==> config.mk <==
export PLATFORM = sky130hd
export DESIGN_NAME = mem_arbiter_clear_flat
export DESIGN_NICKNAME = d
export VERILOG_FILES = /design/src/rtl/mem_arbiter_clear_if.sv /design/src/rtl/mem_arbiter_clear.sv /design/src/flat_wrapper.sv
export SDC_FILE = /design/constraint.sdc
export NUM_CORES = 1
export LEC_CHECK = 0
export ABC_AREA = 1
export CAP_MARGIN = 20
export CORE_ASPECT_RATIO = 0.6
export CORE_MARGIN = 3
export CORE_UTILIZATION = 24
export CTS_CLUSTER_SIZE = 30
export DETAILED_ROUTE_END_ITERATION = 10
export PLACE_DENSITY = 0.87
export SLEW_MARGIN = 20
export SYNTH_ARGS = -nofsm -noshare
export SYNTH_HDL_FRONTEND = slang
export SYNTH_SLANG_ARGS = --single-unit
==> constraint.sdc <==
create_clock -name clk -period 2.2 [get_ports clk]
set_input_delay 0.66 -clock clk [delete_from_list [all_inputs] [get_ports clk]]
set_output_delay 0.66 -clock clk [all_outputs]
set_load 0.05 [all_outputs]
==> src/rtl/mem_arbiter_clear_if.sv <==
// Bus bundle for mem_arbiter_clear: two requester ports and one RAM port.
// slave = arbiter view, master = requesters plus RAM view.
interface mem_arbiter_clear_if #(
  parameter int WIDTH = 13
);
  logic             a_valid;
  logic             a_ready;
  logic             a_write;
  logic [3:0]       a_wmask;
  logic [31:0]      a_wdata;
  logic [WIDTH-1:0] a_addr;
  logic             a_rvalid;
  logic [31:0]      a_rdata;

  logic             b_valid;
  logic             b_ready;
  logic             b_write;
  logic [3:0]       b_wmask;
  logic [31:0]      b_wdata;
  logic [WIDTH-1:0] b_addr;
  logic             b_rvalid;
  logic [31:0]      b_rdata;

  logic             mem_valid;
  logic             mem_write;
  logic [3:0]       mem_wmask;
  logic [31:0]      mem_wdata;
  logic [WIDTH-1:0] mem_addr;
  logic [31:0]      mem_rdata;

  modport slave (
    input  a_valid, a_write, a_wmask, a_wdata, a_addr,
    output a_ready, a_rvalid, a_rdata,
    input  b_valid, b_write, b_wmask, b_wdata, b_addr,
    output b_ready, b_rvalid, b_rdata,
    output mem_valid, mem_write, mem_wmask, mem_wdata, mem_addr,
    input  mem_rdata
  );

  modport master (
    output a_valid, a_write, a_wmask, a_wdata, a_addr,
    input  a_ready, a_rvalid, a_rdata,
    output b_valid, b_write, b_wmask, b_wdata, b_addr,
    input  b_ready, b_rvalid, b_rdata,
    input  mem_valid, mem_write, mem_wmask, mem_wdata, mem_addr,
    output mem_rdata
  );
endinterface

==> src/rtl/mem_arbiter_clear.sv <==
// Two-requester arbiter for a single-ported 1-cycle RAM.
// Zero-fills the RAM after reset, then alternates grants under contention.
module mem_arbiter_clear #(
  parameter int WIDTH = 13,
  parameter bit CLEAR = 1'b1
) (
  input  logic clk,
  input  logic rst,
  output logic busy,
  mem_arbiter_clear_if.slave bus
);

  typedef enum logic {
    S_CLEAR,
    S_RUN
  } state_t;

  localparam logic [WIDTH-1:0] LAST = '1;
  localparam state_t RST_STATE = CLEAR ? S_CLEAR : S_RUN;

  state_t           r_state;
  state_t           w_state_nxt;
  logic [WIDTH-1:0] r_cnt;
  logic [WIDTH-1:0] w_cnt_nxt;
  logic             r_prio;
  logic             w_prio_nxt;
  logic             r_a_rvalid;
  logic             r_b_rvalid;
  logic             w_grant_a;
  logic             w_grant_b;

  // state, fill counter, priority and read-response flags
  always_ff @(posedge clk or posedge rst) begin
    if (rst) begin
      r_state    <= RST_STATE;
      r_cnt      <= '0;
      r_prio     <= 1'b0;
      r_a_rvalid <= 1'b0;
      r_b_rvalid <= 1'b0;
    end else begin
      r_state    <= w_state_nxt;
      r_cnt      <= w_cnt_nxt;
      r_prio     <= w_prio_nxt;
      r_a_rvalid <= w_grant_a & ~bus.a_write;
      r_b_rvalid <= w_grant_b & ~bus.b_write;
    end
  end

  // fill sequencing, grant selection and RAM port muxing
  always_comb begin
    w_state_nxt   = r_state;
    w_cnt_nxt     = r_cnt;
    w_prio_nxt    = r_prio;
    w_grant_a     = 1'b0;
    w_grant_b     = 1'b0;
    busy          = 1'b0;
    bus.mem_valid = 1'b0;
    bus.mem_write = 1'b0;
    bus.mem_wmask = 4'b0000;
    bus.mem_wdata = 32'h0;
    bus.mem_addr  = '0;
    unique case (r_state)
      S_CLEAR: begin
        busy          = 1'b1;
        bus.mem_valid = ~rst;
        bus.mem_write = 1'b1;
        bus.mem_wmask = 4'b1111;
        bus.mem_addr  = r_cnt;
        w_cnt_nxt     = r_cnt + 1'b1;
        if (r_cnt == LAST) begin
          w_state_nxt = S_RUN;
        end
      end
      S_RUN: begin
        w_grant_a = ~rst & bus.a_valid
                  & (~bus.b_valid | ~r_prio);
        w_grant_b = ~rst & bus.b_valid
                  & (~bus.a_valid | r_prio);
        if (w_grant_a) begin
          bus.mem_valid = 1'b1;
          bus.mem_write = bus.a_write;
          bus.mem_wmask = bus.a_wmask;
          bus.mem_wdata = bus.a_wdata;
          bus.mem_addr  = bus.a_addr;
          w_prio_nxt    = 1'b1;
        end else if (w_grant_b) begin
          bus.mem_valid = 1'b1;
          bus.mem_write = bus.b_write;
          bus.mem_wmask = bus.b_wmask;
          bus.mem_wdata = bus.b_wdata;
          bus.mem_addr  = bus.b_addr;
          w_prio_nxt    = 1'b0;
        end
      end
    endcase
  end

  assign bus.a_ready  = w_grant_a;
  assign bus.b_ready  = w_grant_b;
  assign bus.a_rvalid = r_a_rvalid;
  assign bus.b_rvalid = r_b_rvalid;
  assign bus.a_rdata  = bus.mem_rdata;
  assign bus.b_rdata  = bus.mem_rdata;

endmodule

==> src/flat_wrapper.sv <==
// flat-port wrapper written by rule: the top's interface ports become plain ports
module mem_arbiter_clear_flat 
#(
  parameter int WIDTH = 13,
  parameter bit CLEAR = 1'b1
)
  (clk, rst, busy, bus_a_valid, bus_a_write, bus_a_wmask, bus_a_wdata, bus_a_addr, bus_a_ready, bus_a_rvalid, bus_a_rdata, bus_b_valid, bus_b_write, bus_b_wmask, bus_b_wdata, bus_b_addr, bus_b_ready, bus_b_rvalid, bus_b_rdata, bus_mem_valid, bus_mem_write, bus_mem_wmask, bus_mem_wdata, bus_mem_addr, bus_mem_rdata);
  mem_arbiter_clear_if #(.WIDTH(WIDTH)) bus_i ();
  input  logic clk;
  input  logic rst;
  output logic busy;
  input wire logic [$bits(bus_i.a_valid)-1:0] bus_a_valid;
  input wire logic [$bits(bus_i.a_write)-1:0] bus_a_write;
  input wire logic [$bits(bus_i.a_wmask)-1:0] bus_a_wmask;
  input wire logic [$bits(bus_i.a_wdata)-1:0] bus_a_wdata;
  input wire logic [$bits(bus_i.a_addr)-1:0] bus_a_addr;
  output wire logic [$bits(bus_i.a_ready)-1:0] bus_a_ready;
  output wire logic [$bits(bus_i.a_rvalid)-1:0] bus_a_rvalid;
  output wire logic [$bits(bus_i.a_rdata)-1:0] bus_a_rdata;
  input wire logic [$bits(bus_i.b_valid)-1:0] bus_b_valid;
  input wire logic [$bits(bus_i.b_write)-1:0] bus_b_write;
  input wire logic [$bits(bus_i.b_wmask)-1:0] bus_b_wmask;
  input wire logic [$bits(bus_i.b_wdata)-1:0] bus_b_wdata;
  input wire logic [$bits(bus_i.b_addr)-1:0] bus_b_addr;
  output wire logic [$bits(bus_i.b_ready)-1:0] bus_b_ready;
  output wire logic [$bits(bus_i.b_rvalid)-1:0] bus_b_rvalid;
  output wire logic [$bits(bus_i.b_rdata)-1:0] bus_b_rdata;
  output wire logic [$bits(bus_i.mem_valid)-1:0] bus_mem_valid;
  output wire logic [$bits(bus_i.mem_write)-1:0] bus_mem_write;
  output wire logic [$bits(bus_i.mem_wmask)-1:0] bus_mem_wmask;
  output wire logic [$bits(bus_i.mem_wdata)-1:0] bus_mem_wdata;
  output wire logic [$bits(bus_i.mem_addr)-1:0] bus_mem_addr;
  input wire logic [$bits(bus_i.mem_rdata)-1:0] bus_mem_rdata;
  assign bus_i.a_valid = bus_a_valid;
  assign bus_i.a_write = bus_a_write;
  assign bus_i.a_wmask = bus_a_wmask;
  assign bus_i.a_wdata = bus_a_wdata;
  assign bus_i.a_addr = bus_a_addr;
  assign bus_a_ready = bus_i.a_ready;
  assign bus_a_rvalid = bus_i.a_rvalid;
  assign bus_a_rdata = bus_i.a_rdata;
  assign bus_i.b_valid = bus_b_valid;
  assign bus_i.b_write = bus_b_write;
  assign bus_i.b_wmask = bus_b_wmask;
  assign bus_i.b_wdata = bus_b_wdata;
  assign bus_i.b_addr = bus_b_addr;
  assign bus_b_ready = bus_i.b_ready;
  assign bus_b_rvalid = bus_i.b_rvalid;
  assign bus_b_rdata = bus_i.b_rdata;
  assign bus_mem_valid = bus_i.mem_valid;
  assign bus_mem_write = bus_i.mem_write;
  assign bus_mem_wmask = bus_i.mem_wmask;
  assign bus_mem_wdata = bus_i.mem_wdata;
  assign bus_mem_addr = bus_i.mem_addr;
  assign bus_i.mem_rdata = bus_mem_rdata;
  mem_arbiter_clear #(.WIDTH(WIDTH), .CLEAR(CLEAR)) u_core (.clk(clk), .rst(rst), .busy(busy), .bus(bus_i));
endmodule
==> results.sh <==
export IMPL_antenna_found_initial=0
export IMPL_place_gp_congestion=0.913
export IMPL_grt_busiest_layer="met2"
export IMPL_via_per_inst=4.51
export IMPL_layout_commonest_cell="clkdlybuf4s50_1"
export IMPL_fin_hold_ws_ns=0.454
export IMPL_syn2layout_area_growth_pct=136
export IMPL_p_leak_nw=2.17
export IMPL_power_density_nw_per_um2=195
export IMPL_maxCapViolations=0
export IMPL_power_mw=0.940
export IMPL_die_h_um=77.5
export IMPL_grt_pass1_wl_mm=15.4
export IMPL_grt_pass1_vias=2735
export IMPL_r2r_cells=7
export IMPL_core_area_um2=8070
export IMPL_dpl_instance_area_um2=4190
export IMPL_setup_violations=53
export IMPL_min_path_type="in2async"
export IMPL_drv_slew=0
export IMPL_crit_buf_inv=5
export IMPL_period_needed_ns=2.38
export IMPL_fin_crit_sh=1.08
export IMPL_cts_buffers_inserted=3
export IMPL_final_cell_area_um2=4830
export IMPL_worstSetupPathType="in2out"
export IMPL_track_usage=0.199
export IMPL_yosys_warnings=0
export IMPL_drt_iter0_markers=118
export IMPL_r2r_start="u_core.r_state"
export IMPL_die_area_um2=9690
export IMPL_slew_headroom=0.655
export IMPL_synth_mux_area_fraction=0
export IMPL_final_antenna_net_count=0
export IMPL_startpoint_type="input port"
export IMPL_pre_cts_ws_ns=-0.601
export IMPL_synth_compound_area_frac=0.00245
export IMPL_r2r_end="u_core.r_cnt[11]"
export IMPL_p_sw_mw=0.199
export IMPL_wl_per_cell_um=18.2
export IMPL_cp_end_kind="output port"
export IMPL_drc_errors=0
export IMPL_synth_seq_cells=17
export IMPL_power_frac_seq=0.335
export IMPL_fin_skew_ns=0.00183
export IMPL_synth_top_family_by_area="simple AND/OR/NAND/NOR gates"
export IMPL_start_util=0.253
export IMPL_p_int_mw=0.741
export IMPL_synthCells=340
export IMPL_cts_sinks=17
export IMPL_clkTransAtPathRegs_ns=0.05
export IMPL_critical_path_max_stage_delay_ns=0.16
export IMPL_die_w_um=125
export IMPL_synth_cell_types=21
export IMPL_r2r_slack_ns=0.52
export IMPL_io_pins=256
export IMPL_clock_latency_ns=0.25
export IMPL_vias=2524
export IMPL_synth_xor_area_share=0.0300
export IMPL_timing_fmax_ghz=0.421
export IMPL_grtUsageMet2=0.359
export IMPL_wirelength_mm=10.2
export IMPL_switching_share=0.212
export IMPL_path_delay_family="buffers and inverters"
export IMPL_clock_power_share=0.384
export IMPL_setup_ws_ns=-0.177
export IMPL_syn_nets=477
export IMPL_detailedRoute_firstPassIterationCount=4
export IMPL_grt_use_met1=0.235
export IMPL_root_buffer="clkbuf_16"
export IMPL_final_cell_mix="101 x clkdlybuf4s50_1, 97 x nand2_1, 62 x buf_12, 53 x nand2_4, 24 x nand2_2"
export IMPL_cp_required_ns=1.54
export IMPL_critPathSlowestCell="buf_12"
export IMPL_path_common_cell="nand2_4"
export IMPL_hpwl_mm=7.27
export IMPL_irDropWorstVdd_v=0.000212
export IMPL_port_buffers=159
export IMPL_cts_max_level=1
export IMPL_power_frac_comb=0.280
export IMPL_cts_tree="yes"
export IMPL_met3_usage=0.0667
export IMPL_crit_fanout=8
export IMPL_yosysSeqAreaShare=0.208
export IMPL_drive_above_1_share=0.425
export IMPL_syn_area_um2=2040
export IMPL_clk_path_buf_depth=2
export IMPL_fin_nets=590
export IMPL_worstPathCellList="buf_8 -> nand2_4 -> nand2_4 -> nor3_4 -> buf_6 -> buf_16 -> buf_12 -> nand2_4 -> nand2_4 -> buf_12"
export IMPL_overflow=0
export IMPL_worst_slew_pin_slew_ns=0.516
export IMPL_synth_fa_ha_area_frac=0.00612
export IMPL_synthSimpleGateAreaFrac=0.439
export IMPL_critical_path_arrival_ns=1.72
export IMPL_antennaDiodeCount=0
export IMPL_status="finished, violations left"
export IMPL_final_setup_tns_ns=-6.75
export IMPL_hold_viol_final=0
export IMPL_failed_checks="negative setup slack"
export IMPL_std_cell_rows=25
export IMPL_syn_area_per_cell_um2=6.01
export IMPL_grt_max_degree=22
export IMPL_rsz0062_at_grt="true"
[timing repair]
item | in CTS | in global routing
setup buffers | 11 | 2
hold buffers | 0 | 0
resized for setup | 81 | 44
pin swaps | 17 | 11
setup endpoints to repair | 53 | 53
cloned | 3 | 1
[cell families (layout without fill, tap and decap cells)]
logic type / after synthesis / count (layout)
adders and majority gates: 1 / 1
xor gates and xnor gates: 7 / 7
and+or+nand+nor: 219 / 219
DFF: 17 / 17
buffers and inverters: 95 / 207
AOI/OAI and AO/OA: 1 / 1
[power groups by stage]
| stage | clock network (mW) | logic, mW | registers (mW) |
|---|---|---|---|
| 3_3_place_gp | 0 | 0.220 | 0.320 |
| 4_1_cts | 0.372 | 0.244 | 0.315 |
| 6_report | 0.361 | 0.264 | 0.315 |
| 3_5_place_dp | 0 | 0.223 | 0.320 |
| 5_1_grt | 0.388 | 0.277 | 0.315 |
| 2_1_floorplan | 0 | 0.335 | 0.320 |
[per-stage QoR]
step                utilization  cells
finish                    0.598    560
global route              0.598    560
CTS                       0.584    560
detailed placement        0.519    542
global placement          0.519    542
floorplan                     -    340
[synthesized netlist by cell type]
cell	count	area share
nand2_1	174	0.32
buf_4	65	0.24
nand3_1	23	0.056
dfrtp_1	17	0.21
inv_1	17	0.031
nor2_1	10	0.018
buf_2	7	0.017
nand4_1	5	0.015
buf_6	4	0.022
xor2_1	4	0.017
xnor2_1	3	0.013
nor3_2	2	0.0098
ha_1	1	0.0061
inv_2	1	0.0018
inv_4	1	0.0031
nand3_2	1	0.0049
nand3b_1	1	0.0037
nor2_2	1	0.0031
nor2_4	1	0.0055
nor3_1	1	0.0024
o21ai_0	1	0.0024
[how the worst max path moves through the flow]
stage	start	endpoint	slack (ns)	depth (start not counted)
5_1_grt	bus_b_valid	bus_mem_wmask[0]	-0.22	8
4_1_cts	bus_b_valid	bus_mem_wdata[27]	-0.22	10
3_5_place_dp	rst	bus_mem_addr[6]	-0.60	8
3_3_place_gp	rst	bus_mem_addr[0]	-0.59	6
6_report	bus_b_valid	bus_mem_wdata[27]	-0.18	10
2_1_floorplan	rst	bus_mem_addr[10]	-0.02	6
[worst register-to-register path, stage by stage (launching register included)]
cell and delay [ns]:
dfrtp_1 0.41, inv_4 0.10, buf_4 0.26, nand2_1 0.17, nor2_1 0.33, nand4_1 0.16, nand2_1 0.09, nand2_1 0.06
[sequential cells by signal (all words and copies together) (netlist names)]
name,cells
u_core.r_state,1
u_core.r_cnt,13
u_core.r_prio,1
u_core.bus.a_rvalid,1
u_core.bus.b_rvalid,1
[routing by layer]
layer | part of all wire | wire length (um)
met5 | 0 | 0
met4 | 0.011 | 114
met3 | 0.070 | 717
met2 | 0.53 | 5440
met1 | 0.39 | 3940
[final cells by class]
type                       instances  area [um2]
clock buffer                       4        78.8
fill                             648        3240
inverter                          19        82.6
multi-input combinational        228        1610
sequential                        17         425
tap                              108         135
timing repair buffer             184        2500
Note: power is estimated with default switching activity, not from simulation.
